$ cat src/rtl/cpu_irq_pkg.sv
// cpu_irq_pkg: shared FSM state type and sizing constants for the interrupt controller
// Provides irq_state_e, default source count and ID width, and id_w() to size irq_id.
package cpu_irq_pkg;
  typedef enum logic [1:0] {IDLE, REQ, SERVICE} irq_state_e;
  localparam int DEF_N_SRC = 4;
  function automatic int id_w(input int n);
    return (n < 2) ? 1 : $clog2(n);
  endfunction
  localparam int DEF_ID_W = id_w(DEF_N_SRC);
endpackage

$ cat src/rtl/irq_debounce.sv
// irq_debounce: 2-flop synchronizer, saturating debounce counter and rise pulse for one line
// Ports: clk, rst (async high), d_i raw line, db_o debounced level, rise_o 0->1 pulse of db_o.
module irq_debounce #(
  parameter int DB_CYCLES = 4
) (
  input  logic clk,
  input  logic rst,
  input  logic d_i,
  output logic db_o,
  output logic rise_o
);
  localparam int CW = $clog2(DB_CYCLES + 1);
  logic [1:0] sync_q;
  logic db_q, db_d, diff, flip;
  logic [CW-1:0] cnt_q, cnt_d;
  always_comb begin
    diff   = sync_q[1] ^ db_q;
    flip   = diff && (cnt_q >= CW'(DB_CYCLES - 1));
    db_d   = flip ? ~db_q : db_q;
    cnt_d  = (!diff || flip) ? '0 : (cnt_q == CW'(DB_CYCLES)) ? cnt_q : cnt_q + CW'(1);
    rise_o = flip & ~db_q;
  end
  always_ff @(posedge clk or posedge rst) begin
    if (rst) begin
      sync_q <= '0;
      db_q   <= 1'b0;
      cnt_q  <= '0;
    end else begin
      sync_q <= {sync_q[0], d_i};
      db_q   <= db_d;
      cnt_q  <= cnt_d;
    end
  end
  assign db_o = db_q;
endmodule

$ cat src/rtl/irq_ctrl.sv
// irq_ctrl: debounced, maskable, non-nesting interrupt controller with lowest-index priority
// Ports: clk, rst (async high), src_in raw lines, mask_wr/mask_din mask write, irq_ack/irq_done
// handshake from control; irq, irq_id, pending, in_service registered status outputs.
module irq_ctrl
  import cpu_irq_pkg::*;
#(
  parameter int N_SRC     = DEF_N_SRC,
  parameter int DB_CYCLES = 4,
  localparam int ID_W     = id_w(N_SRC)
) (
  input  logic             clk,
  input  logic             rst,
  input  logic [N_SRC-1:0] src_in,
  input  logic             mask_wr,
  input  logic [N_SRC-1:0] mask_din,
  input  logic             irq_ack,
  input  logic             irq_done,
  output logic             irq,
  output logic [ID_W-1:0]  irq_id,
  output logic [N_SRC-1:0] pending,
  output logic             in_service
);
  irq_state_e state_q, state_d;
  logic [N_SRC-1:0] pending_q, pending_d, mask_q, mask_d, rise, db, avail, clr;
  logic [ID_W-1:0] irq_id_q, irq_id_d, low_id;
  logic ack_ok;
  for (genvar g = 0; g < N_SRC; g++) begin : g_db
    irq_debounce #(.DB_CYCLES(DB_CYCLES)) u_db (
      .clk    (clk),
      .rst    (rst),
      .d_i    (src_in[g]),
      .db_o   (db[g]),
      .rise_o (rise[g])
    );
  end
  always_comb begin
    avail = pending_q & mask_q;
    low_id = '0;
    for (int i = N_SRC - 1; i >= 0; i--)
      if (avail[i]) low_id = ID_W'(i);
  end
  always_comb begin
    state_d  = state_q;
    irq_id_d = irq_id_q;
    ack_ok   = 1'b0;
    case (state_q)
      IDLE: if (|avail) begin
        state_d  = REQ;
        irq_id_d = low_id;
      end
      REQ: begin
        ack_ok  = irq_ack;
        // ack beats a simultaneous mask write that disables the requesting source
        state_d = irq_ack ? SERVICE : (mask_wr && !mask_din[irq_id_q]) ? IDLE : REQ;
      end
      SERVICE: state_d = irq_done ? IDLE : SERVICE;
      default: state_d = IDLE;
    endcase
    clr       = '0;
    clr[irq_id_q] = ack_ok;
    // a new debounced rise on the same bit overrides the ack clear
    pending_d = (pending_q & ~clr) | rise;
    mask_d    = mask_wr ? mask_din : mask_q;
  end
  always_ff @(posedge clk or posedge rst) begin
    if (rst) begin
      state_q   <= IDLE;
      irq_id_q  <= '0;
      pending_q <= '0;
      mask_q    <= '1;
    end else begin
      state_q   <= state_d;
      irq_id_q  <= irq_id_d;
      pending_q <= pending_d;
      mask_q    <= mask_d;
    end
  end
  assign irq        = (state_q == REQ);
  assign in_service = (state_q == SERVICE);
  assign irq_id     = irq_id_q;
  assign pending    = pending_q;
endmodule

$ cat config.mk
export PLATFORM = sky130hd
export DESIGN_NAME = irq_ctrl
export DESIGN_NICKNAME = d
export VERILOG_FILES = /design/src/rtl/cpu_irq_pkg.sv /design/src/rtl/irq_debounce.sv /design/src/rtl/irq_ctrl.sv
export SDC_FILE = /design/constraint.sdc
export NUM_CORES = 1
export LEC_CHECK = 0
export ABC_AREA = 1
export CELL_PAD_IN_SITES_DETAIL_PLACEMENT = 1
export CELL_PAD_IN_SITES_GLOBAL_PLACEMENT = 1
export CORE_ASPECT_RATIO = 1.25
export CORE_UTILIZATION = 44
export DETAILED_ROUTE_END_ITERATION = 8
export MAX_ROUTING_LAYER = met4
export PLACE_DENSITY_LB_ADDON = 0.05
export SYNTH_ARGS = -nofsm -noshare
export SYNTH_HDL_FRONTEND = slang
export SYNTH_SLANG_ARGS = --single-unit
export TNS_END_PERCENT = 100
$ cat constraint.sdc
create_clock -name clk -period 2.9 [get_ports clk]
set_input_delay 0.58 -clock clk [delete_from_list [all_inputs] [get_ports clk]]
set_output_delay 0.58 -clock clk [all_outputs]
set_load 0.01 [all_outputs]
==> impl_metrics.json, run 1 <==
{
  "finalHoldViolations": 0,
  "ys_top_cells_by_area": "dfrtp_1, ha_1, nand2_1, dfstp_2, inv_1",
  "ctsHoldBuffers": 0,
  "start_kind": "flop",
  "clk_latency_ps": 290,
  "slew_headroom": 0.709,
  "syn_inst": 160,
  "ff2ff_setup_slack_ps": 1440,
  "hold_depth": 0,
  "netlist_area_um2": 1560,
  "p_sw_uw": 654,
  "cts.sinks": 36,
  "comb_power_share": 0.337,
  "tightest_slew_ps": 436,
  "clkPwrFrac": 0.254,
  "std_cell_rows": 23,
  "max_cap_violations": 0,
  "design.core.area_um2": 3310,
  "grt.total_usage": 0.196,
  "syn_avg_cell_area_um2": 9.78,
  "p_int_uw": 1240,
  "path_class": "flop to primary output",
  "synth_top_cell_by_area": "dfrtp_1",
  "pre_cts_ws_ps": 1190,
  "clock_path_buffers": 2,
  "dp_hpwl_um": 2260,
  "wirelength_um": 3070,
  "cp_data_arrival_time_ps": 1440,
  "synthToLayoutAreaGrowth_pct": 24.3,
  "final_cells": 226,
  "clock.fmax_ghz": 0.496,
  "rsz0062_at_grt": "no",
  "seq_power_share": 0.408,
  "postRouteAntennaNets": 0,
  "dieArea_um2": 3800,
  "cp_max_fo": 3,
  "crit_path_end_kind": "primary output",
  "hp-start": "g_db[0].u_db.sync_q[0]$_DFF_PP0_",
  "p_leak_uw": 0.000946,
  "switching_share": 0.345,
  "ff2ff_path_depth": 6,
  "vdd_drop_max_mv": 0.621,
  "cts_setup_buffers": 0,
  "die_w_um": 55.3,
  "drive_gt1_frac": 0.0899,
  "hp-class": "flop to flop",
  "cts_tree": "yes",
  "grt_max_degree": 37,
  "p_per_area_nw_per_um2": 975,
  "syn-num-nets": 185,
  "yosysUniqueCellTypes": 13,
  "hold_end": "g_db[0].u_db.sync_q[1]$_DFF_PP0_",
  "gp_congestion": 0.817,
  "cts_buffers": 5,
  "slew_viol_final": 0,
  "yosysTopAreaCellShare": 0.512,
  "cts_resized": 0,
  "ys.warnings.count": 0,
  "crit_required_ps": 2320,
  "setup_tns_ps": 0,
  "die_y_um": 68.7,
  "cts-root-buf": "clkbuf_8",
  "setup_ws_ps": 883,
  "grt_pass1_wl_um": 5250,
  "routedWlPerCell_um": 13.6,
  "antenna_found_initial": 0,
  "dr_total_vias": 1137,
  "period_needed_ps": 2020,
  "diodes": 0,
  "overflow": 0,
  "drc": 0,
  "num_io_pins": 21,
  "total_power_uw": 1900,
  "skew_ps": 1.81,
  "status": "finished clean",
  "timing.rr.end": "g_db[0].u_db.cnt_q[0]$_DFFE_PP0P_",
  "via_per_inst": 5.03,
  "period_share": 0.696,
  "final-setup-viol-count": 0,
  "r2r-start": "g_db[0].u_db.cnt_q[0]$_DFFE_PP0P_",
  "dr.pass1.iters": 2,
  "dp_cells": 218,
  "clk_pin_slew_ps": 70,
  "ys_seq_area_frac": 0.579,
  "ys_seq_elements": 36,
  "grt_pass1_vias": 1239,
  "htreeDepth": 2,
  "portBuffers": 20,
  "initialDrtViolationCount": 40,
  "initial_core_util": 0.473,
  "nets": 213
}
-- worst max-delay path by stage --
stage | start | endpoint | slack [ps] | depth (start not counted)
2_1_floorplan | rst | g_db[0].u_db.cnt_q[0]$_DFFE_PP0P_ | 1520 | 1
3_3_place_gp | state_q[1]$_DFFE_PP0P_ | irq | 1240 | 4
3_5_place_dp | state_q[1]$_DFFE_PP0P_ | irq | 1190 | 4
4_1_cts | state_q[1]$_DFFE_PP0P_ | irq | 860 | 4
5_1_grt | state_q[1]$_DFFE_PP0P_ | irq | 780 | 4
6_report | state_q[1]$_DFFE_PP0P_ | irq | 880 | 4
-- metal layers --
metal | GRT usage | vias to the layer above | routed length, µm
met3 | 0.0560 | 6 | 116
li1 | - | 542 | -
met5 | - | - | 0
met1 | 0.182 | 566 | 1120
met2 | 0.366 | 23 | 1760
met4 | 0.109 | 0 | 67
-- final cells by class --
class                      instances  area [µm²]
multi-input combinational         97         557
clock buffer                       7        96.3
inverter                          27         101
clock inverter                     1        30.0
sequential                        36         906
tap                               37        46.3
fill                             365        1370
timing repair buffer              21         208
-- power by group through the flow --
| stage | combinational [µW] | clock (µW) | sequential (µW) |
|---|---|---|---|
| 2_1_floorplan | 387 | 0 | 773 |
| 3_3_place_gp | 600 | 0 | 773 |
| 3_5_place_dp | 643 | 0 | 787 |
| 4_1_cts | 657 | 495 | 778 |
| 5_1_grt | 741 | 517 | 796 |
| 6_report | 640 | 482 | 774 |
-- synthesized netlist by cell type, drive strengths merged --
cell type,count
dfstp,4
ha,12
o21ai,16
dfrtp,32
xnor2,4
nor2,19
or2,4
o31ai,1
inv,27
mux2,4
nand3,3
nand2,34
-- per-stage QoR --
stage	util	hold slack (ps)	cell area, µm²
floorplan	-	331	1560
global placement	0.549	335	1820
detailed placement	0.549	342	1820
CTS	0.588	358	1940
global route	0.588	367	1940
finish	0.588	357	1940
-- flip-flops by register name, indices dropped and copies added, names as in the netlist --
name	count
state_q	2
mask_q	4
pending	4
g_db.u_db.sync_q	8
g_db.u_db.db_o	4
irq_id	2
g_db.u_db.cnt_q	12
-- layout by cell type, fill, tap and decap left out, drive strengths merged, types with 7 or more instances in the layout --
cell type,count
dfrtp,32
clkdlybuf4s50,20
nand2,34
ha,12
o21ai,16
clkbuf,7
inv,27
nor2,19
-- cells by family (layout without fill, tap and decap cells) --
family | count (synthesis) | in the layout | synth area share
DFF | 36 | 36 | 0.579
adders and majority gates | 12 | 12 | 0.0960
AOI/OAI and AO/OA | 17 | 17 | 0.0560
xor gates and xnor gates | 4 | 4 | 0.0224
buffers and inverters | 27 | 56 | 0.0648
muxes | 4 | 4 | 0.0288
and+or+nand+nor | 60 | 60 | 0.153
-- critical path: stages (launching register included) --
cell,delay [ps]
dfrtp_1,390
inv_1,90
nand2_1,70
inv_1,70
clkdlybuf4s50_1,530
No activity file was read; power rests on OpenSTA's default activity.
==> run 2, diff against run 1 <==
--- a/config.mk
+++ b/config.mk
@@ -9,7 +9,7 @@
 export CELL_PAD_IN_SITES_DETAIL_PLACEMENT = 1
 export CELL_PAD_IN_SITES_GLOBAL_PLACEMENT = 1
 export CORE_ASPECT_RATIO = 1.25
-export CORE_UTILIZATION = 44
+export CORE_UTILIZATION = 41
 export DETAILED_ROUTE_END_ITERATION = 8
 export MAX_ROUTING_LAYER = met4
 export PLACE_DENSITY_LB_ADDON = 0.05
==> constraint.sdc (replaced) <==
create_clock -name clk -period 2 [get_ports clk]
set_input_delay 0.4 -clock clk [delete_from_list [all_inputs] [get_ports clk]]
set_output_delay 0.4 -clock clk [all_outputs]
set_load 0.01 [all_outputs]
==> impl_metrics.json, run 2 (synthesized netlist as in run 1, its figures left out) <==
{
  "setup_tns_ps": 0,
  "cts_buffers": 5,
  "utilization": 0.536,
  "clock.fmax_ghz": 0.545,
  "diodes": 0,
  "pre_cts_ws_ps": 484,
  "ctsHoldBuffers": 0,
  "postRouteAntennaNets": 0,
  "period_needed_ps": 1830,
  "synthToLayoutAreaGrowth_pct": 22.6,
  "regMostFlops": "g_db.u_db.cnt_q",
  "status": "finished with violations",
  "dp_hpwl_um": 2190,
  "mostFrequentLayoutCells": "nand2_1, dfrtp_1, inv_1",
  "p_per_area_nw_per_um2": 1340,
  "mostFrequentLayoutCell": "nand2_1",
  "period_share": 0.917,
  "hp-class": "flop to flop",
  "grt_max_degree": 37,
  "cts_tree": "yes",
  "multi_input_area_um2": 557,
  "final_cells": 227,
  "drc": 4,
  "seq_area_um2": 906,
  "slew_headroom": 0.694,
  "slew_viol_final": 0,
  "portBuffers": 20,
  "gp_congestion": 0.762,
  "clock_path_buffers": 2,
  "routedWlPerCell_um": 12.5,
  "clk_pin_slew_ps": 70,
  "path_class": "flop to primary output",
  "crit_path_end_kind": "primary output",
  "dr_total_vias": 1107,
  "design.core.area_um2": 3570,
  "violations": "DRC",
  "overflow": 0,
  "htreeDepth": 2,
  "rsz0062_at_grt": "no",
  "cts.sinks": 36,
  "dr.pass1.iters": 5,
  "die_y_um": 71.1,
  "vdd_drop_max_mv": 0.724,
  "start_kind": "flop",
  "std_cell_rows": 24,
  "setup_ws_ps": 165,
  "crit_required_ps": 1600,
  "nets": 213,
  "grt_pass1_wl_um": 4920,
  "final-setup-viol-count": 0,
  "wirelength_um": 2830,
  "cp_data_arrival_time_ps": 1430,
  "dieArea_um2": 4070,
  "drive_gt1_frac": 0.0851,
  "clk_latency_ps": 280,
  "p_leak_uw": 0.000932,
  "antenna_found_initial": 0,
  "top_regs": "g_db.u_db.cnt_q (12), g_db.u_db.sync_q (8)",
  "cp_max_fo": 3,
  "cts_resized": 0,
  "initial_core_util": 0.438,
  "max_cap_violations": 0,
  "die_w_um": 57.2,
  "via_per_inst": 4.88,
  "initialDrtViolationCount": 33,
  "fillers": 414,
  "skew_ps": 6.09,
  "finalHoldViolations": 0,
  "dp_cells": 220,
  "grt.total_usage": 0.167,
  "cts-root-buf": "clkbuf_8",
  "fin_hold_ws_ps": 348,
  "num_io_pins": 21,
  "cts_setup_buffers": 0,
  "grt_pass1_vias": 1205,
  "tightest_slew_ps": 459,
  "largest_reg_flops": 12
}
run 2: layout make-up:
type,instances,area share
Timing Repair Buffer,21,0.108
Inverter,27,0.0529
Tap cell,39,0.0255
Sequential cell,36,0.473
Clock buffer,7,0.0503
Multi-Input combinational cell,97,0.290
run 2: metrics by stage:
step | area, µm² | total power [µW]
2_1_floorplan | 1560 | 1680
3_3_place_gp | 1820 | 1990
3_5_place_dp | 1820 | 2070
4_1_cts | 1920 | 2630
5_1_grt | 1920 | 2800
6_report | 1920 | 2570
run 2: where the power goes:
group	internal [µW]	leakage (µW)	switching, µW
combinational	413	0.000443	496
sequential	950	0.000439	169
clock	306	0.0000503	236
run 2: metal layers:
| layer | part of all wire | track usage | up-vias |
|---|---|---|---|
| li1 | - | - | 544 |
| met1 | 0.40 | 0.164 | 538 |
| met2 | 0.53 | 0.295 | 20 |
| met3 | 0.052 | 0.0567 | 5 |
| met4 | 0.015 | 0.0678 | 0 |
| met5 | 0 | - | - |
run 2: final timing paths:
check	startpoint	to	slack [ps]	cells after the start
max in group asynchronous	rst	mask_q[2]$_DFFE_PP1P_	1130	3
worst max register to register	g_db[1].u_db.cnt_q[0]$_DFFE_PP0P_	g_db[1].u_db.cnt_q[0]$_DFFE_PP0P_	590	6
worst min register to register	g_db[3].u_db.sync_q[0]$_DFF_PP0_	g_db[3].u_db.sync_q[1]$_DFF_PP0_	350	0
worst min-delay path	g_db[3].u_db.sync_q[0]$_DFF_PP0_	g_db[3].u_db.sync_q[1]$_DFF_PP0_	350	0
worst max-delay path	state_q[1]$_DFFE_PP0P_	irq	170	4
min in group asynchronous	rst	g_db[3].u_db.cnt_q[1]$_DFFE_PP0P_	520	3
run 2: worst max-delay path, stage by stage, from the launching register on:
cell and delay [ps]:
dfrtp_1 390, inv_1 100, nand2_1 70, inv_1 70, clkdlybuf4s50_1 530
